$ cat config.mk
export PLATFORM = sky130hd
export DESIGN_NAME = lsu_sized_flat
export DESIGN_NICKNAME = d
export VERILOG_FILES = /design/src/rtl/lsu_sized_pkg.sv /design/src/rtl/lsu_sized_if.sv /design/src/rtl/lsu_sized_lane.sv /design/src/rtl/lsu_sized.sv /design/src/flat_wrapper.sv
export SDC_FILE = /design/constraint.sdc
export NUM_CORES = 1
export LEC_CHECK = 0
export BUFFER_PORTS_ARGS = -buffer_cell sky130_fd_sc_hd__buf_2
export CORE_UTILIZATION = 53
export CTS_BUF_LIST = sky130_fd_sc_hd__clkbuf_8
export CTS_CLUSTER_DIAMETER = 50
export CTS_CLUSTER_SIZE = 20
export DETAILED_ROUTE_END_ITERATION = 6
export HOLD_SLACK_MARGIN = 0.02
export PLACE_DENSITY = 0.74
export RECOVER_POWER = 25
export SLEW_MARGIN = 20
export SYNTH_ARGS = -nofsm -noshare
export SYNTH_HDL_FRONTEND = slang
export SYNTH_HIERARCHICAL = 1
export SYNTH_SLANG_ARGS = --single-unit
$ cat constraint.sdc
create_clock -name clk_i -period 6 [get_ports clk_i]
set_clock_uncertainty 0.05 [all_clocks]
set_input_delay 0.3 -clock clk_i [delete_from_list [all_inputs] [get_ports clk_i]]
set_output_delay 0.3 -clock clk_i [all_outputs]
set_load 0.01 [all_outputs]
$ cat src/rtl/lsu_sized_pkg.sv
// Shared encodings and size helpers for the sized load/store unit.
// Pure package: no logic, no latency, no flow control.
package lsu_pkg;

    typedef enum logic [1:0] {
        SZ_B = 2'b00,
        SZ_H = 2'b01,
        SZ_W = 2'b10,
        SZ_D = 2'b11
    } size_e;

    typedef enum logic [1:0] {
        ST_IDLE  = 2'b00,
        ST_ISSUE = 2'b01,
        ST_WAIT  = 2'b10
    } state_e;

    function automatic logic [3:0] size_bytes(input logic [1:0] size);
        return 4'(4'd1 << size);
    endfunction

    // Low address bits that must be zero for an access of this size.
    function automatic logic [2:0] mis_mask(input logic [1:0] size);
        return 3'(size_bytes(size) - 4'd1);
    endfunction

endpackage

$ cat src/rtl/lsu_sized_if.sv
// Pipelined Wishbone master bus between the LSU and memory.
// Signal bundle only; timing and flow control belong to the endpoints.
interface lsu_sized_if #(
    parameter int DATA_W = 16,
    parameter int ADDR_W = 64
);
    logic [ADDR_W-1:0]   wbmadr_o;
    logic [DATA_W-1:0]   wbmdat_o;
    logic [DATA_W/8-1:0] wbmsel_o;
    logic                wbmwe_o;
    logic                wbmstb_o;
    logic                wbmcyc_o;
    logic                wbmack_i;
    logic [DATA_W-1:0]   wbmdat_i;

    modport master (
        output wbmadr_o, wbmdat_o, wbmsel_o, wbmwe_o, wbmstb_o, wbmcyc_o,
        input  wbmack_i, wbmdat_i
    );

    modport slave (
        input  wbmadr_o, wbmdat_o, wbmsel_o, wbmwe_o, wbmstb_o, wbmcyc_o,
        output wbmack_i, wbmdat_i
    );
endinterface

$ cat src/rtl/lsu_sized_lane.sv
// Byte-lane steering: store replication/select generation, load extraction and extension (LSU_SIGNEXT_EN).
// Purely combinational, zero latency; no flow control of its own.
module lsu_lane
    import lsu_pkg::*;
#(
    parameter  int DATA_W = 16,
    localparam int DWB    = DATA_W / 8,
    localparam int OFF_W  = $clog2(DWB)
) (
    input  logic [1:0]        size,
    input  logic              sgn,
    input  logic [OFF_W-1:0]  off,
    input  logic [1:0]        part,
    input  logic [63:0]       st_dat,
    output logic [DATA_W-1:0] bus_dat,
    output logic [DWB-1:0]    bus_sel,
    input  logic [DATA_W-1:0] ld_bus,
    input  logic [63:0]       acc,
    output logic [63:0]       acc_next,
    output logic [63:0]       ld_result
);
    logic              sub;
    logic [7:0]        lanes;
    logic [2:0]        bmask;
    logic [63:0]       st_shift;
    logic [DATA_W-1:0] ld_shift;
    logic [DATA_W-1:0] ld_lane;
    logic [5:0]        msb;
    logic [63:0]       res_mask;
    logic              sext;

    assign sub   = 32'(size_bytes(size)) < 32'(DWB);
    assign bmask = mis_mask(size);
    assign lanes = 8'((9'd1 << size_bytes(size)) - 9'd1);

    always_comb begin
        st_shift = st_dat >> (DATA_W * int'(part));
        bus_dat  = st_shift[DATA_W-1:0];
        bus_sel  = '1;
        if (sub) begin
            // Narrow stores repeat their bytes on every lane; sel picks the live ones.
            for (int i = 0; i < DWB; i++) begin
                bus_dat[8*i +: 8] = st_dat[{3'(i) & bmask, 3'b000} +: 8];
            end
            bus_sel = DWB'(lanes << off);
        end
    end

    assign msb      = 6'({size_bytes(size), 3'b000} - 7'd1);
    assign res_mask = ~64'd0 >> (6'd63 - msb);
    assign ld_shift = ld_bus >> {off, 3'b000};
    assign ld_lane  = ld_shift & res_mask[DATA_W-1:0];
    assign acc_next = (acc << DATA_W) | 64'(ld_lane);

`ifdef LSU_SIGNEXT_EN
    assign sext = sgn & acc_next[msb];
`else
    logic unused_sgn;
    assign unused_sgn = sgn;
    assign sext       = 1'b0;
`endif

    assign ld_result = (acc_next & res_mask) | (sext ? ~res_mask : 64'd0);

endmodule

$ cat src/rtl/lsu_sized.sv
// Sized load/store unit on a pipelined Wishbone master; sign extension enabled by LSU_SIGNEXT_EN.
// Load result NB+1 cycles after request with zero-wait acks; busy_o stalls upstream for the whole access.
module lsu_sized
    import lsu_pkg::*;
#(
    parameter int DATA_W = 16,
    parameter int ADDR_W = 64
) (
    input  logic              clk_i,
    input  logic              reset_i,
    input  logic [ADDR_W-1:0] addr_i,
    input  logic [63:0]       dat_i,
    input  logic              we_i,
    input  logic              nomem_i,
    input  logic              req_i,
    input  logic [1:0]        size_i,
    input  logic              signed_i,
    output logic              busy_o,
    output logic              rwe_o,
    output logic [63:0]       dat_o,
    output logic              mis_o,
    lsu_sized_if.master       wb
);
    localparam int DWB   = DATA_W / 8;
    localparam int OFF_W = $clog2(DWB);

    function automatic logic [2:0] beats_of(input logic [1:0] size);
        if (32'(size_bytes(size)) >= 32'(DWB)) begin
            return 3'(32'(size_bytes(size)) / 32'(DWB));
        end
        return 3'd1;
    endfunction

    state_e            state, state_n;
    logic [ADDR_W-1:0] l_addr;
    logic [63:0]       l_dat;
    logic              l_we, l_sgn;
    logic [1:0]        l_size;
    logic [1:0]        part, part_n;
    logic [2:0]        nb, nb_n;
    logic [2:0]        ack_cnt, ack_cnt_n;
    logic [63:0]       acc, acc_n;
    logic              accept;

    logic              busy_n, rwe_n, mis_n;
    logic [63:0]       dat_n;
    logic [ADDR_W-1:0] adr_n;
    logic [DATA_W-1:0] wdat_n;
    logic [DWB-1:0]    sel_n;
    logic              we_n, stb_n, cyc_n;

    logic              idle, misaligned, ack_hit;
    logic [1:0]        src_size;
    logic [63:0]       src_dat;
    logic [ADDR_W-1:0] src_addr;
    logic [1:0]        beat_part;
    logic [ADDR_W-1:0] beat_adr;
    logic [DATA_W-1:0] lane_dat;
    logic [DWB-1:0]    lane_sel;
    logic [63:0]       lane_acc, lane_res;

    assign idle       = (state == ST_IDLE);
    assign misaligned = |(addr_i[2:0] & mis_mask(size_i));
    assign ack_hit    = wb.wbmack_i & ~idle;

    // The first beat is built from live inputs; later beats from the latched copy.
    assign src_size  = idle ? size_i : l_size;
    assign src_dat   = idle ? dat_i  : l_dat;
    assign src_addr  = idle ? addr_i : l_addr;
    assign beat_part = idle ? 2'(beats_of(size_i) - 3'd1) : part - 2'd1;
    assign beat_adr  = src_addr + ADDR_W'(int'(beat_part) * DWB);

    lsu_lane #(.DATA_W(DATA_W)) u_lane (
        .size      (src_size),
        .sgn       (l_sgn),
        .off       (src_addr[OFF_W-1:0]),
        .part      (beat_part),
        .st_dat    (src_dat),
        .bus_dat   (lane_dat),
        .bus_sel   (lane_sel),
        .ld_bus    (wb.wbmdat_i),
        .acc       (acc),
        .acc_next  (lane_acc),
        .ld_result (lane_res)
    );

    always_comb begin
        state_n   = state;
        part_n    = part;
        nb_n      = nb;
        ack_cnt_n = ack_cnt;
        acc_n     = acc;
        accept    = 1'b0;
        busy_n    = busy_o;
        rwe_n     = 1'b0;
        mis_n     = 1'b0;
        dat_n     = dat_o;
        adr_n     = wb.wbmadr_o;
        wdat_n    = wb.wbmdat_o;
        sel_n     = wb.wbmsel_o;
        we_n      = wb.wbmwe_o;
        stb_n     = wb.wbmstb_o;
        cyc_n     = wb.wbmcyc_o;

        case (state)
            ST_IDLE: begin
                if (nomem_i) begin
                    dat_n = 64'(addr_i);
                    rwe_n = 1'b1;
                end else if (req_i) begin
                    if (misaligned) begin
                        mis_n = 1'b1;
                    end else begin
                        accept    = 1'b1;
                        nb_n      = beats_of(size_i);
                        part_n    = beat_part;
                        ack_cnt_n = 3'd0;
                        acc_n     = 64'd0;
                        busy_n    = 1'b1;
                        stb_n     = 1'b1;
                        cyc_n     = 1'b1;
                        adr_n     = beat_adr;
                        wdat_n    = lane_dat;
                        sel_n     = lane_sel;
                        we_n      = we_i;
                        state_n   = ST_ISSUE;
                    end
                end
            end
            ST_ISSUE: begin
                if (part != 2'd0) begin
                    part_n = beat_part;
                    adr_n  = beat_adr;
                    wdat_n = lane_dat;
                    sel_n  = lane_sel;
                end else begin
                    stb_n   = 1'b0;
                    state_n = ST_WAIT;
                end
            end
            ST_WAIT: begin
            end
            default: state_n = ST_IDLE;
        endcase

        // Completion overrides the beat sequencing, even mid-ISSUE.
        if (ack_hit) begin
            ack_cnt_n = ack_cnt + 3'd1;
            acc_n     = lane_acc;
            if (ack_cnt + 3'd1 == nb) begin
                state_n   = ST_IDLE;
                ack_cnt_n = 3'd0;
                busy_n    = 1'b0;
                stb_n     = 1'b0;
                cyc_n     = 1'b0;
                rwe_n     = ~l_we;
                if (!l_we) begin
                    dat_n = lane_res;
                end
            end
        end
    end

    always_ff @(posedge clk_i) begin
        if (reset_i) begin
            state       <= ST_IDLE;
            part        <= 2'd0;
            nb          <= 3'd0;
            ack_cnt     <= 3'd0;
            acc         <= 64'd0;
            busy_o      <= 1'b0;
            rwe_o       <= 1'b0;
            mis_o       <= 1'b0;
            dat_o       <= 64'd0;
            wb.wbmadr_o <= '0;
            wb.wbmdat_o <= '0;
            wb.wbmsel_o <= '0;
            wb.wbmwe_o  <= 1'b0;
            wb.wbmstb_o <= 1'b0;
            wb.wbmcyc_o <= 1'b0;
        end else begin
            state       <= state_n;
            part        <= part_n;
            nb          <= nb_n;
            ack_cnt     <= ack_cnt_n;
            acc         <= acc_n;
            busy_o      <= busy_n;
            rwe_o       <= rwe_n;
            mis_o       <= mis_n;
            dat_o       <= dat_n;
            wb.wbmadr_o <= adr_n;
            wb.wbmdat_o <= wdat_n;
            wb.wbmsel_o <= sel_n;
            wb.wbmwe_o  <= we_n;
            wb.wbmstb_o <= stb_n;
            wb.wbmcyc_o <= cyc_n;
        end
    end

    always_ff @(posedge clk_i) begin
        if (reset_i) begin
            l_addr <= '0;
            l_dat  <= 64'd0;
            l_we   <= 1'b0;
            l_sgn  <= 1'b0;
            l_size <= 2'd0;
        end else if (accept) begin
            l_addr <= addr_i;
            l_dat  <= dat_i;
            l_we   <= we_i;
            l_sgn  <= signed_i;
            l_size <= size_i;
        end
    end

endmodule

$ cat src/flat_wrapper.sv
// flat-port wrapper written by rule: the top's interface ports become plain ports
module lsu_sized_flat import lsu_pkg::*;
#(
    parameter int DATA_W = 16,
    parameter int ADDR_W = 64
)
  (clk_i, reset_i, addr_i, dat_i, we_i, nomem_i, req_i, size_i, signed_i, busy_o, rwe_o, dat_o, mis_o, wb_wbmadr_o, wb_wbmdat_o, wb_wbmsel_o, wb_wbmwe_o, wb_wbmstb_o, wb_wbmcyc_o, wb_wbmack_i, wb_wbmdat_i);
  lsu_sized_if #(.DATA_W(DATA_W), .ADDR_W(ADDR_W)) wb_i ();
  input  logic clk_i;
  input  logic reset_i;
  input  logic [ADDR_W-1:0] addr_i;
  input  logic [63:0] dat_i;
  input  logic we_i;
  input  logic nomem_i;
  input  logic req_i;
  input  logic [1:0] size_i;
  input  logic signed_i;
  output logic busy_o;
  output logic rwe_o;
  output logic [63:0] dat_o;
  output logic mis_o;
  output wire logic [$bits(wb_i.wbmadr_o)-1:0] wb_wbmadr_o;
  output wire logic [$bits(wb_i.wbmdat_o)-1:0] wb_wbmdat_o;
  output wire logic [$bits(wb_i.wbmsel_o)-1:0] wb_wbmsel_o;
  output wire logic [$bits(wb_i.wbmwe_o)-1:0] wb_wbmwe_o;
  output wire logic [$bits(wb_i.wbmstb_o)-1:0] wb_wbmstb_o;
  output wire logic [$bits(wb_i.wbmcyc_o)-1:0] wb_wbmcyc_o;
  input wire logic [$bits(wb_i.wbmack_i)-1:0] wb_wbmack_i;
  input wire logic [$bits(wb_i.wbmdat_i)-1:0] wb_wbmdat_i;
  assign wb_wbmadr_o = wb_i.wbmadr_o;
  assign wb_wbmdat_o = wb_i.wbmdat_o;
  assign wb_wbmsel_o = wb_i.wbmsel_o;
  assign wb_wbmwe_o = wb_i.wbmwe_o;
  assign wb_wbmstb_o = wb_i.wbmstb_o;
  assign wb_wbmcyc_o = wb_i.wbmcyc_o;
  assign wb_i.wbmack_i = wb_wbmack_i;
  assign wb_i.wbmdat_i = wb_wbmdat_i;
  lsu_sized #(.DATA_W(DATA_W), .ADDR_W(ADDR_W)) u_core (.clk_i(clk_i), .reset_i(reset_i), .addr_i(addr_i), .dat_i(dat_i), .we_i(we_i), .nomem_i(nomem_i), .req_i(req_i), .size_i(size_i), .signed_i(signed_i), .busy_o(busy_o), .rwe_o(rwe_o), .dat_o(dat_o), .mis_o(mis_o), .wb(wb_i));
endmodule
# Word-level counts from Yosys, hierarchy flattened
# Index checks and enable logic that the tools add are counted.
# word_totals
out_inout_bits,152
elab_cells,152
reg_bits,341
# op_classes
eq_ne,9
n_lt_le_gt_ge,2
bitwise,10
n_reduce_logical,10
n_mux,85
n_shift,8
add_sub_neg,9
# ops
op,n
$mux W64,11
$mux W48,5
$pmux W64 S2,1
$mux W16,5
$add A64 B3 Y64,1
$and A64 B64 Y64,1
$or A64 B16 Y64,1
$shiftx A64 B5 Y8,1
$shr A64 B6 Y16,1
$shr A64 B6 Y64 const A,1
$mux W2,18
$mux W1,32
$pmux W16 S2,1
$mux W3,8
$and A16 B16 Y16,1
$shr A16 B4 Y16,1
$ne A2 B2 Y1 const B,4
$pmux W2 S2,2
$reduce_and A4 Y1,2
$reduce_bool A2 Y1,4
$shl A1 B2 Y4 const A,2
$shl A1 B4 Y8 const A,1
$shl A8 B1 Y2,1
$sub A8 B1 Y8 const B,1
21 further kinds,27

# Logic depth before layout (Yosys ltp)
# Gate-level depths: netlist of run 1.
# logic_depth
ltp_word,12
mapped_depth,18
ltp_nobuf,13

# Modules after synthesis
# Netlist of run 1, hierarchy kept.
# by_module_without_submodules
mod,area_per_inst_um2,cells_per_inst,instances,seq_area_each_um2
lsu_sized,17067.6,2197,1,7166.9
lsu_lane,1629.1,218,1,0.0

# Least setup slack after synthesis of run 1
# Ideal clock, no wire load.
# synth_path
kind,reg-to-reg
startpoint,register u_core.state[1]
endpoint,register u_core.wb.wbmadr_o[45]
path_slack_ns,2.023
period_less_slack_ns,3.977
setup_time_ns,0.122
required_ns,5.828
path_stages_with_launch,18
t_arrival_ns,3.805
path_cell_list,dfxtp_1 > nor2_1 > buf_2 > buf_2 > buf_2 > clkbuf_1 > clkbuf_1 > nand2_1 > nand2_1 > ha_1 > fa_1 > inv_1 > a221oi_4 > nand4_4 > nor3_4 > buf_2 > a31oi_1 > a311o_1
# synth_via
elab_chain_len,7
# synth_lines
element,line_no,source
from (decl),lsu_sized.sv:34,"state_e state, state_n;"
from (signal assigned),lsu_sized.sv:182,state <= state_n;
$logic_not A2 Y1,n/a,
$mux W64 / $mux W2 (equally long branches),"lsu_sized.sv:69, lsu_sized.sv:70",
$add A64 B3 Y64,lsu_sized.sv:71,assign beat_adr = src_addr + ADDR_W'(int'(beat_part) * DWB);
$mux W64,lsu_sized.sv:111,if (misaligned) begin
$mux W64,lsu_sized.sv:110,end else if (req_i) begin
$mux W64,lsu_sized.sv:107,if (nomem_i) begin
$pmux W64 S2,lsu_sized.sv:105,case (state)
to (signal assigned),lsu_sized.sv:191,wb.wbmadr_o <= adr_n;
to (decl),lsu_sized_if.sv:17,"output wbmadr_o, wbmdat_o, wbmsel_o, wbmwe_o, wbmstb_o, wbmcyc_o,"
# Several ways; a longest one is shown, not always the timed one. The select of a mux whose other input is x is not followed.
# A chain may end at the register's enable or synchronous reset.

# Worst setup path after layout of run 1
# layout_path
startpoint,input port size_i[1]
endpoint,register u_core.wb.wbmadr_o[62]
# layout_via
elab_chain_len,11
# layout_lines
element,line_no,source
from (decl),flat_wrapper.sv:16,input logic [1:0] size_i;
$shl A1 B2 Y4 (*),lsu_sized_pkg.sv:19,return 4'(4'd1 << size);
$ge A4 B2 Y1,lsu_sized.sv:28,if (32'(size_bytes(size)) >= 32'(DWB)) begin
$mux W1,lsu_sized.sv:28,
$mux W2 (*),lsu_sized.sv:31,return 3'd1;
$sub A2 B1 Y2 (*),lsu_sized.sv:70,assign beat_part = idle ? 2'(beats_of(size_i) - 3'd1) : part - 2'd1;
$mux W2 (*),lsu_sized.sv:70,
via u_core.beat_part[0],lsu_sized.sv:56,logic [1:0] beat_part;
$add A64 B3 Y64 (*),lsu_sized.sv:71,
$mux W64,lsu_sized.sv:111,
$mux W64,lsu_sized.sv:110,
$mux W64,lsu_sized.sv:107,
$pmux W64 S2 (*),lsu_sized.sv:105,
# Mark *: on every way through the listed nets, which the timed path passes. The rest lies on a longest branch. The select of a mux whose other input is x is not followed.

==> summary.md, run 1 <==
| Metric | Value |
|---|---|
| Status | `complete, but fails checks` |
| Violated checks | `design-rule violations` |
| Core box area | `33400 µm²` |
| DRT Wirelength | `60.3 mm` |
| # setup viols final | `0` |
| Largest net degree at the start of global routing | `233` |
| I/O pins | `305` |
| First-pass GRT wire length | `~90 mm` |
| Reg-to-reg critical path startpoint | `u_core/state[1]` |
| WL/cell | `slightly below 20 µm` |
| Share of layout cells above drive strength 1 | `0.128` |
| Drt via density | `around 6` |
| Startpoint types | `input pin` |
| Die width | `between 150 and 200 µm` |
| Power Density | `245 nW/µm²` |
| Global route total overflow | `0` |
| Gpl congestion | `roughly 0.94` |
| Period utilisation layout | `0.762` |
| WHS Path Cells | `4` |
| H-tree depth | `2` |
| Total track usage | `0.333` |
| Port bufs | `303` |
| DRT Pass-1 Iters | `7` |
| Yosys warns | `6` |
| Max Clock Freq | `approximately 220 MHz` |
| Clk sinks | `341` |
| Reg2Reg Setup Slack | `1.48 ns` |
| Latest clock arrival within the worst-skew pair | `approximately 0.58 ns` |
| Worst R2R End | `u_core/wb.wbmadr_o[62]` |
| Min Tclk post-route | `4.57 ns` |
| Reg2reg path depth | `13` |
| CTS Buf Count | `36` |
| Antenna violations before repair | `15` |
| Setup CP Type | `in2reg` |
| NumNets Final | `2732` |
| Slew HR | `0.206` |
| DP HPWL | `~39 mm` |
| Crit. End Element | `flip-flop` |
| Max Transition Viols Final | `0` |
| CTS tree | `yes` |
| Hold path startpoint | `wb_wbmdat_i[8]` |
| Setup TNS Final | `0 ns` |
| Clock Root Buffer | `clkbuf_8` |
| Worst Max-Slew Pin Slew | `1.19 ns` |
| Cts repair resizes | `0` |
| Number of global-route vias before repair | `16700` |
| Mean area per synthesized cell | `~7.7 µm²` |
| Height of the die | `186 µm` |
| Min-delay worst type | `in2reg` |
| CTS clk-pin slew, worst paths | `0.12 ns` |
| Critical Path AT | `4.98 ns` |
| Fillers | `2922` |
| Max-cap violations | `0` |
| Fin. Hold Viols | `0` |
| Mapped Area | `18000 µm²` |
| Antenna Nets Post-Route | `0` |
| CTS max path bufs | `3` |
| Via Count | `~18000` |
| Drc violations | `6` |
| Post-Syn Instances | `around 2300` |
| RSZ-0062 raised after global routing | `no` |
| Worst-path fanout max | `29` |
| WP data required | `roughly 6.4 ns` |
| 1st-iter DRT viols | `2068` |
| Leak Pwr | `8.79 nW` |
| Syn nets | `2487` |
| Hold Path End | `u_core/acc[8]` |
| VDD IR max | `around 210 µV` |
| Area growth, synth to finish | `17.9%` |
| Total chip power | `approximately 5.2 mW` |
| Initial Util | `0.538` |
| DIE AREA | `34700 µm²` |
| Row Count | `67` |
-- area by class of cell --
class	count	area (µm²)	area share
clock buffers	42	578	0.0272
clock inverters	24	327	0.0154
repair buffers	456	2880	0.136
inverters	9	33.8	0.00159
well taps	448	561	0.0264
flip-flops and latches	341	6830	0.322
multi-input cells	1730	9980	0.471
diodes	12	30.0	0.00142
-- worst max-delay path, cell delays in order --
cell and delay, ns:
dlygate4sd3_1 0.55, buf_2 0.18, or2_2 0.30, ha_1 0.20, nor2_1 0.14, a21oi_2 0.05
buf_4 0.27, xnor2_2 0.19, buf_4 0.26, ha_1 0.33, a21oi_1 0.12, a221oi_4 0.46
nand3_4 0.26, nor4_4 0.74, a2111oi_0 0.24, a311o_1 0.37
-- layout by cell type, fill, tap and decap left out, types with 9 or more instances in the layout --
cell type and n:
or3_1 10, a31oi_1 9, nor3b_1 9, nand4_1 11, dlygate4sd3_1 132, nor4_1 10, a2111oi_0 14, a22oi_1 9
xor2_1 16, dfxtp_1 339, diode_2 12, or4bb_1 10, clkbuf_8 42, and2_1 33, a311o_1 17, nor3_1 17
buf_2 179, o21ai_0 31, a211oi_1 66, mux2i_1 130, xnor2_1 10, o211ai_1 37, nor2_1 100, nand2_1 649
and3_1 73, nand4bb_1 15, nand3_1 88, clkbuf_1 123, mux2_2 17, buf_4 19, a21oi_1 233
-- worst max-delay path by stage --
stage	start	to	slack [ns]	cells past startpoint
4_1_cts	size_i[1]	u_core/wb.wbmadr_o[62]	1.51	16
2_1_floorplan	u_core/state[1]	u_core/wb.wbmadr_o[45]	2.02	17
5_1_grt	u_core/state[0]	u_core/wb.wbmadr_o[62]	1.23	13
6_report	size_i[1]	u_core/wb.wbmadr_o[62]	1.43	16
3_5_place_dp	size_i[1]	u_core/wb.wbmadr_o[62]	1.50	15
3_3_place_gp	size_i[1]	u_core/wb.wbmadr_o[62]	1.57	15
-- through the flow --
| stage | area, µm² | setup WS (ns) | instances | hold slack (ns) | util |
|---|---|---|---|---|---|
| after floorplan | 18000 | 2.02 | 2329 | 0.382 | - |
| after global placement | 19100 | 1.57 | 2852 | 0.386 | 0.571 |
| after detailed placement | 19100 | 1.50 | 2852 | 0.393 | 0.571 |
| after CTS | 21300 | 1.51 | 3050 | 0.0576 | 0.638 |
| after global routing | 21200 | 1.23 | 3055 | 0.0875 | 0.634 |
| final | 21200 | 1.43 | 3062 | 0.0883 | 0.634 |
-- registers in the layout, indices dropped and copies added, names as in the netlist --
| register | flops |
|---|---|
| u_core/wb.wbmwe_o | 1 |
| u_core/part | 2 |
| u_core/l_addr | 64 |
| u_core/wb.wbmsel_o | 2 |
| u_core/wb.wbmdat_o | 16 |
| u_core/wb.wbmcyc_o | 1 |
| u_core/rwe_o | 1 |
| u_core/busy_o | 1 |
| u_core/nb | 3 |
| u_core/l_we | 1 |
| u_core/l_size | 2 |
| u_core/l_dat | 64 |
| u_core/acc | 48 |
| u_core/dat_o | 64 |
| u_core/wb.wbmstb_o | 1 |
| u_core/mis_o | 1 |
| u_core/ack_cnt | 3 |
| u_core/wb.wbmadr_o | 64 |
| u_core/state | 2 |
-- metal layers --
layer  part of all wire  up-vias  wire (µm)  global-route usage
met3              0.096      220       5790              0.0754
li1                   -     8548          -                   -
met5            0.00061        -         37                   0
met4              0.050        6       3000               0.159
met2               0.44      985      26500               0.510
met1               0.41     8646      24900               0.443
-- what timing repair did --
item	in CTS	in global routing
hold buffers	132	0
setup buffers	0	0
endpoints found under the hold margin	135	0
-- power by group --
group / leakage, nW / total, mW / switching, mW / internal, mW
Clock: 0.445 / 1.85 / 0.975 / 0.877
Combinational: 5.57 / 0.935 / 0.581 / 0.354
Sequential: 2.77 / 2.42 / 0.0668 / 2.36
Total: 8.79 / 5.21 / 1.62 / 3.59
Power figures use the tool's default switching activity.
==> inputs of run 2 (changes only) <==
--- a/config.mk
+++ b/config.mk
@@ -12,7 +12,7 @@
 export CTS_CLUSTER_SIZE = 20
 export DETAILED_ROUTE_END_ITERATION = 6
 export HOLD_SLACK_MARGIN = 0.02
-export PLACE_DENSITY = 0.74
+export PLACE_DENSITY = 0.77
 export RECOVER_POWER = 25
 export SLEW_MARGIN = 20
 export SYNTH_ARGS = -nofsm -noshare
==> constraint.sdc (replaced) <==
create_clock -name clk_i -period 4.2 [get_ports clk_i]
set_clock_uncertainty 0.05 [all_clocks]
set_input_delay 0.21 -clock clk_i [delete_from_list [all_inputs] [get_ports clk_i]]
set_output_delay 0.21 -clock clk_i [all_outputs]
set_load 0.01 [all_outputs]
==> summary.md, run 2 (synthesis gave the netlist of run 1 again) <==
| Metric | Value |
|---|---|
| Status | `complete, but fails checks` |
| Violated checks | `design-rule violations` |
| Setup CP Type | `in2reg` |
| WHS Path Cells | `4 (unchanged)` |
| CTS max path bufs | `3 (unchanged)` |
| Port bufs | `303 (unchanged)` |
| WP data required | `4.60 ns (-1.81 ns)` |
| Startpoint types | `input pin` |
| Core box area | `33400 µm² (unchanged)` |
| Drt via density | `6.00 (-0.14%)` |
| Clock network power share | `0.323 (-0.032)` |
| Reg2reg path depth | `12 (-1)` |
| Antenna Nets Post-Route | `0 (unchanged)` |
| Die width | `186 µm (unchanged)` |
| Max-cap violations | `0 (unchanged)` |
| Max Clock Freq | `262 MHz` |
| Period utilisation layout | `0.909` |
| Max Transition Viols Final | `0 (unchanged)` |
| Slew HR | `0.258 (+0.0526)` |
| Leak Pwr | `8.82 nW (+0.36%)` |
| Clock Root Buffer | `clkbuf_8` |
| VDD IR max | `248 µV (+16%)` |
| NumNets Final | `2750 (+0.66%)` |
| Latest clock arrival within the worst-skew pair | `0.57 ns (about the same)` |
| Antenna violations before repair | `7 (-8)` |
| Area growth, synth to finish | `18.1%` |
| CTS tree | `yes` |
| DIE AREA | `34700 µm² (unchanged)` |
| DRT Wirelength | `61.7 mm (+2.4%)` |
| Commonest non-fill, non-tap cell in the layout | `nand2_1` |
| P_int | `4.88 mW (+36%)` |
| Register share of total power | `0.485 (+0.020)` |
| Crit. End Element | `flip-flop` |
| H-tree depth | `2 (unchanged)` |
| Via Count | `18400 (+0.087%)` |
| Min-delay worst type | `in2reg` |
| RSZ-0062 raised after global routing | `no` |
| Reg2Reg Setup Slack | `0.46 ns (-1.02 ns)` |
| Worst-path fanout max | `15 (-48%)` |
| Power Density | `335 nW/µm² (+37%)` |
| Switching share of power | `0.316 (+0.00447)` |
| Row Count | `67 (unchanged)` |
| Global route total overflow | `0 (unchanged)` |
| Clk sinks | `341 (unchanged)` |
| CTS clk-pin slew, worst paths | `0.09 ns (-0.03 ns)` |
| Largest net degree at the start of global routing | `173 (-26%)` |
| Share of layout cells above drive strength 1 | `0.128 (about the same)` |
| Sw power | `2.25 mW (+39%)` |
| Worst Max-Slew Pin Slew | `1.11 ns (-0.0789 ns)` |
| Drc violations | `2 (-4)` |
| WL/cell | `20.1 µm (+2.2%)` |
| Setup TNS Final | `0 ns (unchanged)` |
| Height of the die | `186 µm (unchanged)` |
| Most frequent cells in the layout | `nand2_1, dfxtp_1, a21oi_1` |
| CTS Buf Count | `34 (-5.6%)` |
| # setup viols final | `0 (unchanged)` |
| Comb power frac | `0.192 (+0.012)` |
| Initial Util | `0.538 (unchanged)` |
| Gpl congestion | `0.967 (+2.6%)` |
| Reg-to-reg critical path startpoint | `u_core/state[0]` |
| DP HPWL | `39.8 mm (+1.7%)` |
| 1st-iter DRT viols | `1993 (-3.6%)` |
| Crit path from | `size_i[1]` |
| Fin. Hold Viols | `0 (unchanged)` |
| I/O pins | `305 (unchanged)` |
| First-pass GRT wire length | `93.6 mm (+2.9%)` |
| Number of global-route vias before repair | `16900 (+1.2%)` |
| DRT Pass-1 Iters | `7 (unchanged)` |
| Total track usage | `0.343 (+0.00999)` |
| Min Tclk post-route | `3.82 ns` |
| Critical Path AT | `4.22 ns (-0.76 ns)` |
| Worst R2R End | `u_core/wb.wbmadr_o[41]` |
| Setup crit end | `u_core/wb.wbmadr_o[41]` |
| Hold WS | `0.0376 ns (-0.0508 ns)` |
==> run 2: cell count changes in the layout (fill, tap and decap cells not counted), moves of 2 or more <==
cell / delta
clkinv_4: +3
inv_12: -2
inv_6: +2
dlygate4sd3_1: +10
clkbuf_8: -6
buf_4: +7
diode_2: -7
buf_12: +2
inv_1: +2
bufinv_16: -2
==> run 2: worst min-delay path by stage <==
stage / start / end / slack [ns]
2_1_floorplan: addr_i[16] / u_core/l_addr[16] / 0.30
4_1_cts: wb_wbmdat_i[15] / u_core/acc[7] / 0.02
3_3_place_gp: u_core/wb.wbmadr_o[8] / u_core/wb.wbmadr_o[8] / 0.39
3_5_place_dp: u_core/l_addr[51] / u_core/l_addr[51] / 0.39
6_report: wb_wbmdat_i[5] / u_core/acc[5] / 0.04
5_1_grt: wb_wbmdat_i[15] / u_core/acc[7] / 0.03
==> run 2: final cells by class <==
type / instances / area, µm²
diodes: 5 / 12.5
fillers: 2903 / 12200
inverters: 9 / 33.8
multi-input cells: 1730 / 9980
repair buffers: 476 / 3100
clock inverters: 24 / 249
well taps: 448 / 561
clock buffers: 36 / 495
flip-flops and latches: 341 / 6830
==> run 2: repair_timing <==
action / CTS / global route
setup endpoints to repair: 0 / 0
hold endpoints to repair: 203 / 0
gates resized for setup: 0 / 0
setup buffers: 0 / 0
hold buffers: 142 / 0
==> run 2: per-stage QoR <==
step                      power (mW)  instances  setup WS [ns]   util  cell area, µm²
after global placement          4.73       2861          0.580  0.574           19200
after floorplan                 4.32       2329          0.223      -           18000
after CTS                       7.11       3063          0.491  0.639           21400
after detailed placement        4.75       2861          0.472  0.574           19200
after global routing            7.38       3068          0.212  0.635           21300
final                           7.13       3069          0.380  0.635           21300
==> run 2: power groups by stage <==
| stage | Clock, mW | Sequential [mW] | Combinational [mW] |
|---|---|---|---|
| floorplan | 0 | 3.54 | 0.778 |
| detailed placement | 0 | 3.53 | 1.23 |
| global placement | 0 | 3.52 | 1.21 |
| CTS | 2.32 | 3.45 | 1.34 |
| global route | 2.45 | 3.47 | 1.46 |
| finish | 2.30 | 3.46 | 1.37 |
==> run 2: metal layers <==
| metal | wire, µm | vias to the layer above | GRT usage |
|---|---|---|---|
| met3 | 5750 | 209 | 0.0697 |
| met5 | 40 | - | 0 |
| met2 | 27900 | 1055 | 0.540 |
| met1 | 25100 | 8587 | 0.452 |
| li1 | - | 8564 | - |
| met4 | 3000 | 6 | 0.157 |
==> run 2: critical path, cell delays in order <==
cell and delay [ns]:
dlygate4sd3_1 0.55, buf_2 0.18, or2_2 0.30, ha_1 0.20, nor2_1 0.14, a21oi_2 0.08, xnor2_2 0.31, fa_1 0.24
inv_1 0.09, a221oi_4 0.39, nand4_4 0.30, nor3_4 0.57, a2111oi_0 0.26, a311o_1 0.38
